==> config.mk <==
export PLATFORM = sky130hd
export DESIGN_NAME = coin_key_debouncer_flat
export DESIGN_NICKNAME = d
export VERILOG_FILES = /design/src/rtl/coin_key_debouncer_pkg.sv /design/src/rtl/coin_key_debouncer_if.sv /design/src/rtl/coin_key_debouncer_key_debounce.sv /design/src/rtl/coin_key_debouncer.sv /design/src/flat_wrapper.sv
export SDC_FILE = /design/constraint.sdc
export NUM_CORES = 1
export LEC_CHECK = 0
export ABC_AREA = 1
export BUFFER_PORTS_ARGS = -buffer_cell sky130_fd_sc_hd__buf_2
export CAP_MARGIN = 20
export CORE_UTILIZATION = 25
export DETAILED_ROUTE_END_ITERATION = 10
export PLACE_DENSITY = 0.4
export SLEW_MARGIN = 20
export SYNTH_ARGS = -nofsm -noshare
export SYNTH_HDL_FRONTEND = slang
export SYNTH_SLANG_ARGS = --single-unit
==> constraint.sdc <==
create_clock -name clk -period 1.4 [get_ports clk]
set_clock_uncertainty 0.05 [all_clocks]
set_input_delay 0.07 -clock clk [delete_from_list [all_inputs] [get_ports clk]]
set_output_delay 0.07 -clock clk [all_outputs]
set_load 0.005 [all_outputs]
==> src/rtl/coin_key_debouncer_pkg.sv <==
// Shared constants and types for the coin key debouncer.
// Holds the coin values, the coin value width and the per-key debounce FSM states.
// Optional feature macro used by this slice: KEY_REPEAT_EN (auto-repeat while held).
package coin_pkg;

  localparam int unsigned COIN_W = 5;

  localparam logic [COIN_W-1:0] COIN_VAL_KEY0 = COIN_W'(5);
  localparam logic [COIN_W-1:0] COIN_VAL_KEY1 = COIN_W'(10);

  typedef enum logic [1:0] {
    DB_IDLE,
    DB_PRESS_WAIT,
    DB_PRESSED,
    DB_REL_WAIT
  } db_state_e;

endpackage

==> src/rtl/coin_key_debouncer_if.sv <==
// Coin event valid/ready channel between the debouncer and the coin accumulator.
//   coin_valid  coin event available
//   coin_value  coin value (5 or 10), 0 when coin_valid is low
//   coin_ready  consumer accepts the event when coin_valid && coin_ready
// master = event producer, slave = event consumer.
interface coin_key_debouncer_if;
  import coin_pkg::*;

  logic              coin_valid;
  logic [COIN_W-1:0] coin_value;
  logic              coin_ready;

  modport master (output coin_valid, output coin_value, input coin_ready);
  modport slave  (input coin_valid, input coin_value, output coin_ready);

endinterface

==> src/rtl/coin_key_debouncer_key_debounce.sv <==
// Single-key conditioner: two-flop synchroniser, debounce FSM with a stability
// counter, and a one-cycle press strobe when a press is accepted.
// Optional feature macro: KEY_REPEAT_EN adds an auto-repeat strobe while held.
// Ports:
//   clk, rst_n  clock, asynchronous active-low reset
//   key_n       raw key, active-low, asynchronous
//   level       debounced pressed level, active-high (registered)
//   press_c     press strobe, combinational, valid in the cycle before the accepting edge
module key_debounce import coin_pkg::*; #(
  parameter int unsigned DEBOUNCE_CYCLES = 50000,
  parameter int unsigned CNT_W           = 16
`ifdef KEY_REPEAT_EN
  , parameter int unsigned REPEAT_CYCLES = 25000000
`endif
) (
  input  logic clk,
  input  logic rst_n,
  input  logic key_n,
  output logic level,
  output logic press_c
);

  localparam logic [CNT_W-1:0] CNT_LAST = CNT_W'(DEBOUNCE_CYCLES - 1);

  logic [1:0]       sync_q;
  logic             s;
  db_state_e        state_q, state_d;
  logic [CNT_W-1:0] cnt_q, cnt_d;
  logic             level_d;

`ifdef KEY_REPEAT_EN
  localparam int unsigned      REP_W    = (REPEAT_CYCLES > 1) ? $clog2(REPEAT_CYCLES) : 1;
  localparam logic [REP_W-1:0] REP_LAST = REP_W'(REPEAT_CYCLES - 1);

  logic [REP_W-1:0] rep_q, rep_d;
`endif

  // Synchroniser on the inverted key so a 1 means pressed
  always_ff @(posedge clk or negedge rst_n) begin
    if (!rst_n) sync_q <= 2'b00;
    else        sync_q <= {sync_q[0], ~key_n};
  end

  assign s = sync_q[1];

  // State, counter and level registers
  always_ff @(posedge clk or negedge rst_n) begin
    if (!rst_n) begin
      state_q <= DB_IDLE;
      cnt_q   <= '0;
      level   <= 1'b0;
`ifdef KEY_REPEAT_EN
      rep_q   <= '0;
`endif
    end else begin
      state_q <= state_d;
      cnt_q   <= cnt_d;
      level   <= level_d;
`ifdef KEY_REPEAT_EN
      rep_q   <= rep_d;
`endif
    end
  end

  // Next state, counter update and press strobe
  always_comb begin
    state_d = state_q;
    cnt_d   = cnt_q;
    press_c = 1'b0;
`ifdef KEY_REPEAT_EN
    rep_d   = '0;
`endif

    unique case (state_q)
      DB_IDLE: begin
        if (s) state_d = DB_PRESS_WAIT;
      end
      DB_PRESS_WAIT: begin
        if (!s) begin
          state_d = DB_IDLE;
        end else if (cnt_q == CNT_LAST) begin
          state_d = DB_PRESSED;
          press_c = 1'b1;
        end else begin
          cnt_d = cnt_q + CNT_W'(1);
        end
      end
      DB_PRESSED: begin
        if (!s) state_d = DB_REL_WAIT;
      end
      DB_REL_WAIT: begin
        if (s) begin
          state_d = DB_PRESSED;
        end else if (cnt_q == CNT_LAST) begin
          state_d = DB_IDLE;
        end else begin
          cnt_d = cnt_q + CNT_W'(1);
        end
      end
      default: state_d = DB_IDLE;
    endcase

    // Every state change restarts the stability count
    if (state_d != state_q) cnt_d = '0;

`ifdef KEY_REPEAT_EN
    // Repeat timer runs only while staying in PRESSED
    if (state_q == DB_PRESSED && state_d == DB_PRESSED) begin
      if (rep_q == REP_LAST) press_c = 1'b1;
      else                   rep_d   = rep_q + REP_W'(1);
    end
`endif

    level_d = (state_d == DB_PRESSED) || (state_d == DB_REL_WAIT);
  end

endmodule

==> src/rtl/coin_key_debouncer.sv <==
// Coin key front end: debounces the two raw active-low coin keys and turns each
// accepted press into one coin event (key0 = 5, key1 = 10) on a valid/ready channel.
// Optional feature macro: KEY_REPEAT_EN (auto-repeat events while a key is held).
// Ports:
//   clk, rst_n  clock, asynchronous active-low reset
//   key0, key1  raw active-low keys (5-unit, 10-unit coin)
//   coin        valid/ready coin event channel (master side)
//   key_level   debounced pressed level {key1, key0}
//   coin_drop   one-cycle pulse when a press is lost because that key's event is still pending
module coin_key_debouncer import coin_pkg::*; #(
  parameter int unsigned DEBOUNCE_CYCLES = 50000,
  parameter int unsigned CNT_W           = 16
`ifdef KEY_REPEAT_EN
  , parameter int unsigned REPEAT_CYCLES = 25000000
`endif
) (
  input  logic                        clk,
  input  logic                        rst_n,
  input  logic                        key0,
  input  logic                        key1,
  coin_key_debouncer_if.master        coin,
  output logic [1:0]                  key_level,
  output logic                        coin_drop
);

  logic [1:0]        level, press_c;
  logic [1:0]        pend_q, pend_d, taken_c;
  logic              take_c, drop_c;
  logic              valid_q, valid_d;
  logic              sel_q, sel_d;
  logic [COIN_W-1:0] value_q, value_d;

  key_debounce #(
    .DEBOUNCE_CYCLES (DEBOUNCE_CYCLES),
    .CNT_W           (CNT_W)
`ifdef KEY_REPEAT_EN
    , .REPEAT_CYCLES (REPEAT_CYCLES)
`endif
  ) u_key0 (
    .clk     (clk),
    .rst_n   (rst_n),
    .key_n   (key0),
    .level   (level[0]),
    .press_c (press_c[0])
  );

  key_debounce #(
    .DEBOUNCE_CYCLES (DEBOUNCE_CYCLES),
    .CNT_W           (CNT_W)
`ifdef KEY_REPEAT_EN
    , .REPEAT_CYCLES (REPEAT_CYCLES)
`endif
  ) u_key1 (
    .clk     (clk),
    .rst_n   (rst_n),
    .key_n   (key1),
    .level   (level[1]),
    .press_c (press_c[1])
  );

  assign key_level       = level;
  assign coin.coin_valid = valid_q;
  assign coin.coin_value = value_q;

  // Pending flags, drop detection and the output selector
  always_comb begin
    take_c  = valid_q & coin.coin_ready;
    taken_c = 2'b00;
    if (take_c) taken_c[sel_q] = 1'b1;

    // A pending flag covers the event on the output too; a press that meets a
    // same-key take simply re-arms the flag
    pend_d  = (pend_q & ~taken_c) | press_c;
    drop_c  = |(press_c & pend_q & ~taken_c);

    valid_d = valid_q;
    value_d = value_q;
    sel_d   = sel_q;

    if (!valid_q || take_c) begin
      if (pend_d[0]) begin
        valid_d = 1'b1;
        value_d = COIN_VAL_KEY0;
        sel_d   = 1'b0;
      end else if (pend_d[1]) begin
        valid_d = 1'b1;
        value_d = COIN_VAL_KEY1;
        sel_d   = 1'b1;
      end else begin
        valid_d = 1'b0;
        value_d = '0;
        sel_d   = 1'b0;
      end
    end
  end

  // Output and pending registers
  always_ff @(posedge clk or negedge rst_n) begin
    if (!rst_n) begin
      pend_q    <= 2'b00;
      valid_q   <= 1'b0;
      value_q   <= '0;
      sel_q     <= 1'b0;
      coin_drop <= 1'b0;
    end else begin
      pend_q    <= pend_d;
      valid_q   <= valid_d;
      value_q   <= value_d;
      sel_q     <= sel_d;
      coin_drop <= drop_c;
    end
  end

endmodule

==> src/flat_wrapper.sv <==
// flat-port wrapper written by rule: the top's interface ports become plain ports
module coin_key_debouncer_flat import coin_pkg::*;
#(
  parameter int unsigned DEBOUNCE_CYCLES = 50000,
  parameter int unsigned CNT_W           = 16

)
  (clk, rst_n, key0, key1, key_level, coin_drop, coin_coin_valid, coin_coin_value, coin_coin_ready);
  coin_key_debouncer_if coin_i ();
  input  logic clk;
  input  logic rst_n;
  input  logic key0;
  input  logic key1;
  output logic [1:0] key_level;
  output logic coin_drop;
  output wire logic [$bits(coin_i.coin_valid)-1:0] coin_coin_valid;
  output wire logic [$bits(coin_i.coin_value)-1:0] coin_coin_value;
  input wire logic [$bits(coin_i.coin_ready)-1:0] coin_coin_ready;
  assign coin_coin_valid = coin_i.coin_valid;
  assign coin_coin_value = coin_i.coin_value;
  assign coin_i.coin_ready = coin_coin_ready;
  coin_key_debouncer #(.DEBOUNCE_CYCLES(DEBOUNCE_CYCLES), .CNT_W(CNT_W)) u_core (.clk(clk), .rst_n(rst_n), .key0(key0), .key1(key1), .coin(coin_i), .key_level(key_level), .coin_drop(coin_drop));
endmodule
==> load_flow_metrics.sql <==
INSERT INTO impl_metrics (metric_group, metric, value, unit) VALUES
('worst_setup_path', 'critical_path.reg2reg.startpoint', 'u_core.u_key1.cnt_q[0]$_DFFE_PN0P_', ''),
('worst_setup_path', 'critical_path.max_fanout', '3', ''),
('worst_setup_path', 'worst_r2r_path_depth', '10', ''),
('sta', 'setup-violations-final', '18', ''),
('detailed_routing', 'drc_marker_count_from_the_first_detailed_route_iteration', '64', ''),
('worst_setup_path', 'crit_arrival', '1.63', 'ns'),
('finish', 'num-nets-final', '445', ''),
('worst_setup_path', 'startpoint_type', 'flop', ''),
('finish', 'fin_cells', '575', ''),
('power', 'power.density', '737', 'nW/um^2'),
('sta', 'achievable-frequency', '674', 'MHz'),
('global_routing', 'gr-usage-all-layers', '0.125', ''),
('power', 'peak_vdd_ir', '0.435', 'mV'),
('logic_synthesis', 'post_synth_inst_count', '368', ''),
('worst_setup_path', 'cp_common_cell', 'sky130_fd_sc_hd__nand2_2', ''),
('detailed_routing', 'drc_errors', '0', ''),
('status', 'outcome', 'complete, but fails checks', ''),
('logic_synthesis', 'share_of_flip_flops_with_an_asynchronous_set_or_reset', '1.00', ''),
('global_routing', 'grt_first_pass_wirelength', '11200', 'microns'),
('clocking', 'tritoncts', 'done', ''),
('min_path', 'min-delay-start', 'coin_coin_ready', ''),
('sta', 'setup_ws', '-0.0839', 'ns'),
('placed_design', 'detailedPlacementHpwl', '4990', 'microns'),
('logic_synthesis', 'synth_enable_flop_cells', '0', ''),
('finish', 'total_inserted_antenna_cells', '0', ''),
('floorplan', 'row_count', '37', ''),
('floorplan', 'chipWidth', '106', 'microns'),
('placed_design', 'place.gp.congestion', '0.780', ''),
('logic_synthesis', 'post_synth.cell_area_avg', '7.35', 'sq um'),
('floorplan', 'floorplan.initialDensity', '0.260', ''),
('clocking', 'cts.htree.levels', '2', ''),
('global_routing', 'antenna_found_initial', '0', ''),
('logic_synthesis', 'yosys_register_bits', '47', ''),
('detailed_routing', 'final_antenna_net_count', '0', ''),
('worst_setup_path', 'cp_data_required_time', '1.54', 'ns'),
('worst_setup_path', 'critical_path.max_stage_delay', '0.37', 'ns'),
('worst_setup_path', 'critical_path.reg2reg.endpoint', 'u_core.u_key1.level$_DFF_PN0_', ''),
('min_path', 'hold_path_stages', '4', ''),
('sta', 'finalCriticalPeriod', '1.48', 'ns'),
('worst_setup_path', 'crit_slowest_cell', 'sky130_fd_sc_hd__dfrtp_1', ''),
('sta', 'rsz_0062_raised_after_global_routing', 'true', ''),
('finish', 'layout_overhead_on_the_synthesized_area', '36.6', '%'),
('worst_setup_path', 'path_delay_family', 'simple AND/OR/NAND/NOR gates', ''),
('clocking', 'clk_root_buffer_cell', 'sky130_fd_sc_hd__clkbuf_8', ''),
('placed_design', 'placed_cells_incl_taps', '553', ''),
('logic_synthesis', 'postSynthNetCount', '375', ''),
('sta', 'finalCritPeriodShare', '1.06', ''),
('logic_synthesis', 'ys_seq_area_frac', '0.435', ''),
('status', 'failed_checks', 'negative setup slack', ''),
('worst_setup_path', 'critPathCaptureType', 'flop', ''),
('finish', 'layout.filler_cells', '1134', ''),
('min_path', 'worstHoldPathType', 'in2reg', ''),
('finish', 'drive_above_1_share', '0.328', ''),
('detailed_routing', 'drt_pre_antenna_iters', '5', ''),
('floorplan', 'die-area', '11200', 'sq um'),
('logic_synthesis', 'synthesis.yosys.warnings', '0', ''),
('sta', 'setup_tns', '-0.746', 'ns'),
('worst_setup_path', 'criticalPathCategory', 'reg2reg', ''),
('min_path', 'whs_endpoint', 'u_core.coin.coin_value[1]$_DFFE_PN0P_', ''),
('floorplan', 'core_ar', '10400', 'sq um'),
('detailed_routing', 'wirelength', '6630', 'microns'),
('global_routing', 'globalRoute.totalOverflow', '0', ''),
('detailed_routing', 'wire_per_inst', '11.5', 'microns'),
('clocking', 'ctsLongestPathBuffers', '2', ''),
('worst_setup_path', 'worst-path-buf-inv', '3', ''),
('clocking', 'clkLatencyLatePin', '0.31', 'ns'),
('worst_setup_path', 'crit_chain', 'ha_2, nand2_2, inv_2, nand2_2, nor2_4, nand2_2, buf_4, buf_6, nand2_1, o21ai_1', ''),
('detailed_routing', 'vias_per_cell', '4.21', ''),
('placed_design', 'buffer_ports.inserted', '12', ''),
('global_routing', 'grt_pass1_vias', '2365', ''),
('sta', 'whs', '0.0180', 'ns');
-- worst reg2reg max path, cell delays in order, from the launching register on --
cell and delay [ns]:
sky130_fd_sc_hd__dfrtp_1 0.37, sky130_fd_sc_hd__ha_2 0.20, sky130_fd_sc_hd__nand2_2 0.07, sky130_fd_sc_hd__inv_2 0.08, sky130_fd_sc_hd__nand2_2 0.06, sky130_fd_sc_hd__nor2_4 0.14, sky130_fd_sc_hd__nand2_2 0.07, sky130_fd_sc_hd__buf_4 0.14
sky130_fd_sc_hd__buf_6 0.10, sky130_fd_sc_hd__nand2_1 0.04, sky130_fd_sc_hd__o21ai_1 0.06
-- metal layers --
layer | track usage | vias up | share of wire
li1 | - | 1290 | -
met4 | 0.0238 | 0 | 0.0044
met1 | 0.161 | 1119 | 0.47
met3 | 0.0184 | 2 | 0.014
met5 | 0 | - | 0
met2 | 0.222 | 12 | 0.51
-- Yosys cell counts (3+ instances only) --
| cell type | instances | share of area |
|---|---|---|
| sky130_fd_sc_hd__buf_2 | 4 | 0.0074 |
| sky130_fd_sc_hd__buf_4 | 7 | 0.019 |
| sky130_fd_sc_hd__dfrtp_1 | 47 | 0.43 |
| sky130_fd_sc_hd__inv_1 | 37 | 0.051 |
| sky130_fd_sc_hd__inv_2 | 4 | 0.0056 |
| sky130_fd_sc_hd__nand2_1 | 113 | 0.16 |
| sky130_fd_sc_hd__nand3_1 | 27 | 0.050 |
| sky130_fd_sc_hd__nand3b_1 | 7 | 0.019 |
| sky130_fd_sc_hd__nand4_1 | 18 | 0.042 |
| sky130_fd_sc_hd__nor2_1 | 55 | 0.076 |
| sky130_fd_sc_hd__nor2_2 | 3 | 0.0069 |
| sky130_fd_sc_hd__nor3_1 | 4 | 0.0074 |
| sky130_fd_sc_hd__o21ai_0 | 8 | 0.015 |
| sky130_fd_sc_hd__xor2_1 | 12 | 0.039 |
-- per-stage QoR --
stage	power (mW)	setup slack (ns)	area, sq um	utilization
after CTS	2.75	-0.0870	3430	0.330
after floorplan	1.67	0.000276	2710	-
after global routing	2.87	-0.159	3690	0.354
final	2.72	-0.0839	3690	0.354
after detailed placement	1.79	-0.142	3240	0.311
after global placement	1.80	-0.136	3240	0.311
-- worst max path at each step --
stage	slack [ns]	from	to	cells after the start
floorplan	0.0003	u_core.u_key0.cnt_q[0]$_DFFE_PN0P_	u_core.u_key0.cnt_q[10]$_DFFE_PN0P_	8
global placement	-0.14	u_core.u_key1.cnt_q[0]$_DFFE_PN0P_	u_core.u_key1.cnt_q[11]$_DFFE_PN0P_	8
CTS	-0.09	u_core.u_key1.cnt_q[0]$_DFFE_PN0P_	u_core.u_key1.cnt_q[7]$_DFFE_PN0P_	10
finish	-0.08	u_core.u_key1.cnt_q[0]$_DFFE_PN0P_	u_core.u_key1.level$_DFF_PN0_	10
global route	-0.16	u_core.u_key1.cnt_q[0]$_DFFE_PN0P_	u_core.u_key1.cnt_q[10]$_DFFE_PN0P_	9
detailed placement	-0.14	u_core.u_key1.cnt_q[0]$_DFFE_PN0P_	u_core.u_key1.cnt_q[9]$_DFFE_PN0P_	8
-- registers in the layout, summed over array words and instances, names as in the netlist --
register and cells:
u_core.coin.coin_valid 1, u_core.coin.coin_value 2, u_core.u_key0.sync_q 2, u_core.u_key0.level 1, u_core.coin_drop 1, u_core.u_key1.level 1, u_core.u_key0.state_q 2, u_core.u_key0.cnt_q 16
u_core.u_key1.state_q 1, u_core.u_key1.cnt_q 16, u_core.pend_q 2, u_core.u_key1.sync_q 2
-- power breakdown --
group / leakage, nW / switching, mW / total (mW) / internal (mW)
clock: 0.0467 / 0.536 / 0.908 / 0.371
sequential: 0.632 / 0.0471 / 1.47 / 1.42
combinational: 1.08 / 0.198 / 0.348 / 0.150
total: 1.76 / 0.781 / 2.72 / 1.94
-- cells by family after synthesis --
| group | Yosys count | synth area share |
|---|---|---|
| buffers and inverters | 54 | 0.0893 |
| and+or+nand+nor | 237 | 0.391 |
| DFF | 47 | 0.435 |
| AOI/OAI and AO/OA | 13 | 0.0287 |
| adders and majority gates | 2 | 0.00925 |
| xor gates and xnor gates | 14 | 0.0454 |
| other | 1 | 0.00139 |
-- cells in the final DEF, fill, tap and decap left out, types with 2 or more instances in the layout --
master                          count
sky130_fd_sc_hd__xor2_2             2
sky130_fd_sc_hd__inv_2              4
sky130_fd_sc_hd__and2_4             2
sky130_fd_sc_hd__o21ai_0            3
sky130_fd_sc_hd__dlygate4sd3_1      3
sky130_fd_sc_hd__buf_12             2
sky130_fd_sc_hd__o21bai_1           2
sky130_fd_sc_hd__nor2_2            14
sky130_fd_sc_hd__nor3_1             4
sky130_fd_sc_hd__nand2_2           12
sky130_fd_sc_hd__nor2_1            39
sky130_fd_sc_hd__nor2_4             6
sky130_fd_sc_hd__xor2_1            10
sky130_fd_sc_hd__dfrtp_2            3
sky130_fd_sc_hd__inv_1             34
sky130_fd_sc_hd__nand3_2            8
sky130_fd_sc_hd__clkbuf_8           5
sky130_fd_sc_hd__nand3b_1           7
sky130_fd_sc_hd__o21ai_1            5
sky130_fd_sc_hd__buf_4             55
sky130_fd_sc_hd__nand4_1           18
sky130_fd_sc_hd__buf_6              3
sky130_fd_sc_hd__dfrtp_1           44
sky130_fd_sc_hd__nand3_1           19
sky130_fd_sc_hd__xnor2_2            2
sky130_fd_sc_hd__buf_2             12
sky130_fd_sc_hd__nand2_1          102
sky130_fd_sc_hd__inv_4              2
-- area by class of cell --
cell class	instances	area (sq um)	share of cell area
well taps	136	170	0.0461
flip-flops and latches	47	1180	0.320
clock buffers	5	68.8	0.0186
clock inverters	3	27.5	0.00746
repair buffers	75	577	0.156
inverters	42	168	0.0454
multi-input cells	267	1500	0.407
-- timing repair --
action / 4_1_cts / 5_1_grt
setup endpoints to repair: 30 / 40
cloned: 0 / 0
pin swaps: 9 / 19
endpoints found under the hold margin: 49 / 0
hold buffers: 3 / 0
gates resized for setup: 18 / 48
buffers inserted: 0 / 11
Power figures use the tool's default switching activity.
